[config.mk]
export PLATFORM = sky130hd
export DESIGN_NAME = rf_wb_arbiter
export DESIGN_NICKNAME = d
export VERILOG_FILES = /design/src/rtl/brisc_pkg.sv /design/src/rtl/wb_result_fifo.sv /design/src/rtl/rf_wb_arbiter.sv
export SDC_FILE = /design/constraint.sdc
export NUM_CORES = 1
export LEC_CHECK = 0
export BUFFER_PORTS_ARGS = -buffer_cell sky130_fd_sc_hd__buf_2
export CAP_MARGIN = 20
export CORE_MARGIN = 2
export CORE_UTILIZATION = 49
export DETAILED_ROUTE_END_ITERATION = 8
export GPL_TIMING_DRIVEN = 0
export MAX_ROUTING_LAYER = met4
export PLACE_DENSITY = 0.76
export SYNTH_ARGS = -nofsm -noshare
export SYNTH_HDL_FRONTEND = slang
export SYNTH_SLANG_ARGS = --single-unit
[constraint.sdc]
create_clock -name clk -period 2.55 [get_ports clk]
set_input_delay 0.51 -clock clk [delete_from_list [all_inputs] [get_ports clk]]
set_output_delay 0.51 -clock clk [all_outputs]
set_load 0.005 [all_outputs]
[src/rtl/brisc_pkg.sv]
// brisc_pkg: shared core widths and the writeback request record.
package brisc_pkg;
   localparam int XLEN = 32;
   localparam int REG_BITS = 5;
   localparam int WB_FIFO_DEPTH = 2;
   typedef struct packed {
      logic [REG_BITS-1:0] rd;
      logic [XLEN-1:0]     data;
   } wb_req_t;
endpackage

[src/rtl/wb_result_fifo.sv]
// wb_result_fifo: small synchronous FIFO for multiply/divide results, exposing per-entry rd for hazard checks.
module wb_result_fifo
   import brisc_pkg::*;
#(
   parameter int DEPTH = WB_FIFO_DEPTH
) (
   input  logic                          clk,
   input  logic                          reset,
   input  logic                          push,
   input  wb_req_t                       push_req,
   input  logic                          pop,
   output logic                          full,
   output logic                          empty,
   output wb_req_t                       head,
   output logic [DEPTH-1:0]              entry_valid,
   output logic [DEPTH-1:0][REG_BITS-1:0] entry_rd
);
   localparam int AW = $clog2(DEPTH);
   logic [AW-1:0] wr_ptr, rd_ptr;
   logic          do_push, do_pop;
   wb_req_t       mem [DEPTH];
   assign full    = &entry_valid;
   assign empty   = ~|entry_valid;
   assign do_push = push && !full;
   assign do_pop  = pop && !empty;
   assign head    = mem[rd_ptr];
   // wr_ptr == rd_ptr only when empty or full, so the two valid-bit updates never collide
   always_ff @(posedge clk or negedge reset) begin
      if (!reset) begin
         wr_ptr      <= '0;
         rd_ptr      <= '0;
         entry_valid <= '0;
      end else begin
         if (do_push) begin
            wr_ptr              <= wr_ptr + 1'b1;
            entry_valid[wr_ptr] <= 1'b1;
         end
         if (do_pop) begin
            rd_ptr              <= rd_ptr + 1'b1;
            entry_valid[rd_ptr] <= 1'b0;
         end
      end
   end
   always_ff @(posedge clk) begin
      if (do_push) mem[wr_ptr] <= push_req;
   end
   always_comb begin
      entry_rd = '0;
      for (int i = 0; i < DEPTH; i++) entry_rd[i] = mem[i].rd;
   end
endmodule

[src/rtl/rf_wb_arbiter.sv]
// rf_wb_arbiter: shares the register-file write port between pipeline writeback and buffered mul/div results.
module rf_wb_arbiter
   import brisc_pkg::*;
#(
   parameter int FIFO_DEPTH   = WB_FIFO_DEPTH,
   parameter int STARVE_LIMIT = 4
) (
   input  logic                clk,
   input  logic                reset,
   input  logic                pipe_valid_in,
   input  logic [REG_BITS-1:0] pipe_rd_in,
   input  logic [XLEN-1:0]     pipe_data_in,
   output logic                pipe_ready_out,
   input  logic                mul_valid_in,
   input  logic [REG_BITS-1:0] mul_rd_in,
   input  logic [XLEN-1:0]     mul_data_in,
   output logic                mul_ready_out,
   output logic                rf_we_out,
   output logic [REG_BITS-1:0] rf_rd_out,
   output logic [XLEN-1:0]     rf_data_out,
   output logic                grant_mul_out
);
   localparam int SW = $clog2(STARVE_LIMIT + 1);
   logic                                full, empty, hazard, grant_mul, grant_pipe, starved;
   logic [FIFO_DEPTH-1:0]               entry_valid, rd_hit;
   logic [FIFO_DEPTH-1:0][REG_BITS-1:0] entry_rd;
   logic [SW-1:0]                       starve_cnt;
   wb_req_t                             head, mul_req, pipe_req, sel;
   assign mul_req  = {mul_rd_in, mul_data_in};
   assign pipe_req = {pipe_rd_in, pipe_data_in};
   wb_result_fifo #(.DEPTH(FIFO_DEPTH)) u_fifo (
      .clk         (clk),
      .reset       (reset),
      .push        (mul_valid_in && mul_ready_out),
      .push_req    (mul_req),
      .pop         (grant_mul),
      .full        (full),
      .empty       (empty),
      .head        (head),
      .entry_valid (entry_valid),
      .entry_rd    (entry_rd)
   );
   always_comb begin
      rd_hit = '0;
      for (int i = 0; i < FIFO_DEPTH; i++) rd_hit[i] = entry_valid[i] && entry_rd[i] == pipe_rd_in;
   end
   // x0 writes are discarded, so they never order against buffered results
   assign hazard         = pipe_valid_in && pipe_rd_in != '0 && |rd_hit;
   assign starved        = starve_cnt == SW'(STARVE_LIMIT);
   assign grant_mul      = !empty && (!pipe_valid_in || hazard || starved);
   assign grant_pipe     = pipe_valid_in && !grant_mul;
   assign pipe_ready_out = grant_pipe;
   assign mul_ready_out  = !full;
   assign sel            = grant_mul ? head : pipe_req;
   always_ff @(posedge clk or negedge reset) begin
      if (!reset) begin
         starve_cnt    <= '0;
         rf_we_out     <= 1'b0;
         rf_rd_out     <= '0;
         rf_data_out   <= '0;
         grant_mul_out <= 1'b0;
      end else begin
         starve_cnt <= (empty || grant_mul) ? '0 : starved ? starve_cnt : starve_cnt + 1'b1;
         rf_we_out  <= (grant_mul || grant_pipe) && sel.rd != '0;
         if (grant_mul || grant_pipe) begin
            rf_rd_out     <= sel.rd;
            rf_data_out   <= sel.data;
            grant_mul_out <= grant_mul;
         end
      end
   end
endmodule

# Word-level counts from Yosys, hierarchy flattened
# Memories as Yosys holds them, arrays and structs flattened.
# Index checks and enable logic that the tools add are counted.
# W data, S select, Z words.
[totals]
register_bits = 46
mem_bits_rw = 74
out_inout_bits = 41
word_cells = 59
n_memories = 1
[mem_list]
columns = ["name", "depth", "word_bits", "rd", "rd_ports_with_merged_regs", "wr", "line", "text"]
rows = [
  ["u_fifo.mem", 2, 37, 3, 0, 1, "wb_result_fifo.sv:21", "wb_req_t mem [DEPTH];"],
]
[op_classes]
n_addsub = 3
n_lt_le_gt_ge = 4
eq_ne = 4
muxes = 11
n_bitwise = 3
n_reduce_logical = 25
[ops]
columns = ["op", "count"]
rows = [
  ["$mux W37", 1],
  ["$logic_and A1 B1 Y1", 12],
  ["$eq A5 B5 Y1", 2],
  ["$reduce_bool A5 Y1", 2],
  ["$mux W3", 2],
  ["$logic_not A1 Y1", 4],
  ["$logic_or A1 B1 Y1", 4],
  ["$lt A1 B2 Y1 const B", 2],
  ["$mux W1", 4],
  ["$mux W2", 2],
  ["$reduce_or A2 Y1", 2],
  ["$add A3 B1 Y3 const B", 1],
  ["$eq A3 B3 Y1 const B", 1],
  ["$add A1 B1 Y1 const B", 2],
  ["$and A2 B2 Y2", 1],
  ["$demux W1 S1", 2],
  ["$ge A1 B1 Y1 const B", 2],
  ["$ne A2 B1 Y1 const B", 1],
  ["$not A2 Y2", 1],
  ["$or A2 B2 Y2", 1],
  ["$reduce_and A2 Y1", 1],
]

# Depth between registers and ports, before layout
[depth]
ltp_word = 11
depth_mapped = 8
ltp_nobuf = 6

# Cells and area by module
# A second synthesis with hierarchy kept.
[unflattened]
cells_unflattened = 405
area_unflattened_um2 = 5642.9
[by_module_without_submodules]
columns = ["mod", "instances", "cells_each", "area_each_um2", "seq_area_each_um2"]
rows = [
  ["wb_result_fifo", 1, 142, 2944.1, 2322.2],
  ["rf_wb_arbiter", 1, 263, 2698.8, 1051.0],
]

# Worst setup path before layout
# Ideal clock, no wire load.
[synth_timing]
path_type = "reg2reg"
from = "register u_fifo.entry_valid[1]"
to = "memory u_fifo.mem[0][0] (netlist name) (enable)"
setup_ps = 433
t_arrival_ps = 2190
slack_ps = -72
path_stages_with_launch = 4
path_buffers = 0
synth_period_minus_slack_ps = 2622
cell_sequence = "dfrtp_1 nand2_1 nand2_1 nor2_1"
[synth_between]
elab_chain_len = 6
[synth_rtl]
columns = ["item", "line", "text"]
rows = [
  ["from (decl)", "wb_result_fifo.sv:15", "output logic [DEPTH-1:0] entry_valid,"],
  ["from (signal assigned)", "wb_result_fifo.sv:32", "entry_valid <= '0;"],
  ["from (signal, indexed assignment)", "wb_result_fifo.sv:36", "entry_valid[wr_ptr] <= 1'b1;"],
  ["from (signal, indexed assignment)", "wb_result_fifo.sv:40", "entry_valid[rd_ptr] <= 1'b0;"],
  ["$reduce_and A2 Y1 (*)", "wb_result_fifo.sv:22", "assign full = &entry_valid;"],
  ["$logic_not A1 Y1 (*)", "rf_wb_arbiter.sv:53", "assign mul_ready_out = !full;"],
  ["via mul_ready_out", "rf_wb_arbiter.sv:17", "output logic mul_ready_out,"],
  ["$logic_and A1 B1 Y1", "rf_wb_arbiter.sv:34", ".push (mul_valid_in && mul_ready_out),"],
  ["$logic_and A1 B1 Y1 (*)", "wb_result_fifo.sv:24", "assign do_push = push && !full;"],
  ["$mux W1 (*)", "wb_result_fifo.sv:45", "if (do_push) mem[wr_ptr] <= push_req;"],
  ["$mux W1 (implied by the code) (*)", "wb_result_fifo.sv:45", ""],
  ["to (decl)", "wb_result_fifo.sv:21", ""],
]
# Mark *: on every way through the listed nets, which the timed path passes. The rest lies on a longest branch.

==> flow_summary.json <==
{
  "outcome": "finished with violations",
  "violations": "setup timing",
  "finalHoldViolCount": 0,
  "max_stage_delay_ps": 460,
  "cts_buffer_depth": 2,
  "syn_to_final_growth_pct": 27.5,
  "die_w_um": 110,
  "r2r_setup_slack_ps": 30,
  "drive_above_1_share_pct": 37.2,
  "htree_levels": 4,
  "crit_chain": "xnor2_2 > nand4_1 > nor4_4 > clkbuf_8 > o21ai_4 > and2_1 > buf_2",
  "cts_buffers": 17,
  "wl_um": 13700,
  "timing.rr.end": "rf_rd_out[1]",
  "critical_path_class": "reg2out",
  "slew_headroom_pct": 37.7,
  "fillers": 823,
  "max_cap_violations": 0,
  "required_ps": 2040,
  "worstPathArrival_ps": 2200,
  "crit_path_top_delay_cell": "edfxtp_1",
  "synthTopCellsByArea": "edfxtp_1 40%, dfrtp_1 21%, a221oi_2 8.4%",
  "worst_pin_slew_ps": 935,
  "placed_cell_area_um2": 6320,
  "fin_area_um2": 7060,
  "grt_pass1_vias": 4063,
  "p_leak_nw": 2.70,
  "yosysTopAreaCell": "edfxtp_1",
  "cts_tree": "yes",
  "synth_fp_nets": 476,
  "grt_max_degree": 47,
  "r2r_start": "u_fifo.mem[1][35]",
  "core_area_um2": 10900,
  "ys_top_cells_by_count": "74 x edfxtp_1, 46 x dfrtp_1, 41 x a211oi_1, 38 x nor4_1, 37 x nor2b_1",
  "hp-class": "in2reg",
  "yosysMostFrequentCell": "edfxtp_1",
  "rsz0062_at_grt": "yes",
  "post-dp-hpwl_um": 9040,
  "p_per_area_nw_per_um2": 1170,
  "io_pins": 119,
  "antenna_left": 0,
  "critical_path.max_fanout": 4,
  "start_util_pct": 50.6,
  "power_mw": 8.27,
  "layout_min_cycle_time_ps": 2710,
  "endpoint_kind": "output pin",
  "grt_usage_pct": 24.2,
  "vias": 4070,
  "drt_iter0_markers": 239,
  "yosysWarningCount": 0,
  "ir_drop_mv": 0.759,
  "vias_per_cell": 5.84,
  "finalCritPeriodShare_pct": 106,
  "endpoint": "pipe_ready_out",
  "grt_antenna_before_repair": 1,
  "startpoint": "u_fifo.mem[1][35]",
  "drc": 0,
  "synth-seq-cells": 120,
  "portBuffers": 116,
  "overflow": 0,
  "synth_top_area_share_pct": 40.1,
  "r2r_cells": 9,
  "wl_per_cell_um": 19.6,
  "layout_setup_ws_ps": -157,
  "synth_ff_type": "edfxtp_1",
  "place_congestion": 0.954,
  "insertion_delay_ps": 410,
  "grt_pass1_wl_um": 20900,
  "cts_root_buffer": "clkbuf_16",
  "utilization_pct": 64.6,
  "setup_viol": 1,
  "async_flop_share_pct": 38.3,
  "first_pass_iters": 5,
  "cp-start-kind": "flop",
  "synth_area_per_cell_um2": 14.0,
  "netlist_area_um2": 5540,
  "synth_seq_area_share_pct": 60.9,
  "cts.sinks": 120,
  "path_clk_slew_ps": 50,
  "die-area_um2": 12200,
  "row_count": 38,
  "maxSlewViolCount": 0,
  "synth_cells": 396,
  "synth.distinct_cells": 38,
  "max_clock_freq_mhz": 369,
  "skew_ps": 10.9,
  "synth_edf_count": 74,
  "die_h_um": 110,
  "nNetsFinal": 623
}
layer usage:
| layer | GRT usage (%) | vias to the layer above | share of wire (%) |
|---|---|---|---|
| met2 | 38.2 | 178 | 50 |
| met3 | 6.00 | 29 | 7.3 |
| met1 | 29.9 | 1981 | 40 |
| li1 | - | 1882 | - |
| met4 | 10.3 | 0 | 2.2 |
| met5 | - | - | 0 |
report_power, final:
part	switching, mW	internal (mW)	total, mW
clock network	0.811	1.48	2.29
logic	1.73	1.20	2.93
registers	0.293	2.76	3.06
total	2.83	5.44	8.27
sequential cells by signal, indices dropped and copies added (netlist names):
register / count
u_fifo.mem: 74
rf_data_out: 32
rf_rd_out: 5
starve_cnt: 3
u_fifo.entry_valid: 2
grant_mul_out: 1
rf_we_out: 1
u_fifo.rd_ptr: 1
u_fifo.wr_ptr: 1
layout by cell type (no fill, tap or decap), drive strengths merged, types with 3 or more instances in the layout:
cell	netlist	final
nand2	5	5
dfrtp	46	46
clkinv	0	4
a211oi	41	41
a221oi	32	32
edfxtp	74	74
clkbuf	30	53
nor2	8	8
mux2	4	4
clkinvlp	0	3
mux2i	33	33
xnor2	11	11
nor4	39	39
buf	10	137
nor2b	37	37
cell type report:
type | count | area (um^2) | share of cell area [%]
multi-input combinational | 234 | 2030 | 28.7
inverter | 2 | 7.51 | 0.106
buffer | 40 | 203 | 2.87
tap | 140 | 175 | 2.48
sequential | 120 | 3370 | 47.8
antenna | 1 | 2.50 | 0.0354
clock buffer | 23 | 468 | 6.63
timing repair buffer | 128 | 707 | 10.0
clock inverter | 9 | 100 | 1.42
worst max-delay path, delay by kind of cell, from the launching register on:
family / cells / cell delay (ps)
simple gates: 3 / 730
flops: 1 / 460
buf+inv: 2 / 340
xor+xnor: 1 / 200
compound gates: 1 / 60
metrics by stage:
stage	worst slack, ps	instances	setup TNS, ps	hold WS [ps]
after floorplan	45.4	396	0	214
after global placement	-549	652	-4780	457
after detailed placement	-637	653	-2730	469
after CTS	1.66	688	0	275
after global routing	-225	697	-636	271
final	-157	697	-157	282
timing repair:
item / in CTS / in global routing
buffers inserted: 3 / 6
endpoints found under the hold margin: 0 / 8
hold buffers: 0 / 1
setup endpoints to repair: 1 / 1
pin swaps: 7 / 1
gates resized for setup: 15 / 1
cell families after synthesis:
family	synth area share [%]
buf+inv	3.48
mux	6.78
flops	60.9
xor+xnor	2.06
compound gates	15.3
fa+ha+maj	0.452
simple gates	11.0
worst min-delay path by stage:
stage / startpoint / to / slack, ps / cells after the start
2_1_floorplan: reset / grant_mul_out / 210 / 0
3_3_place_gp: starve_cnt[0] / starve_cnt[0] / 460 / 1
3_5_place_dp: starve_cnt[0] / starve_cnt[0] / 470 / 1
4_1_cts: mul_data_in[0] / u_fifo.mem[0][0] / 280 / 1
5_1_grt: mul_data_in[29] / u_fifo.mem[1][29] / 270 / 1
6_report: mul_data_in[21] / u_fifo.mem[1][21] / 280 / 1
(Power assumes the default switching activity.)
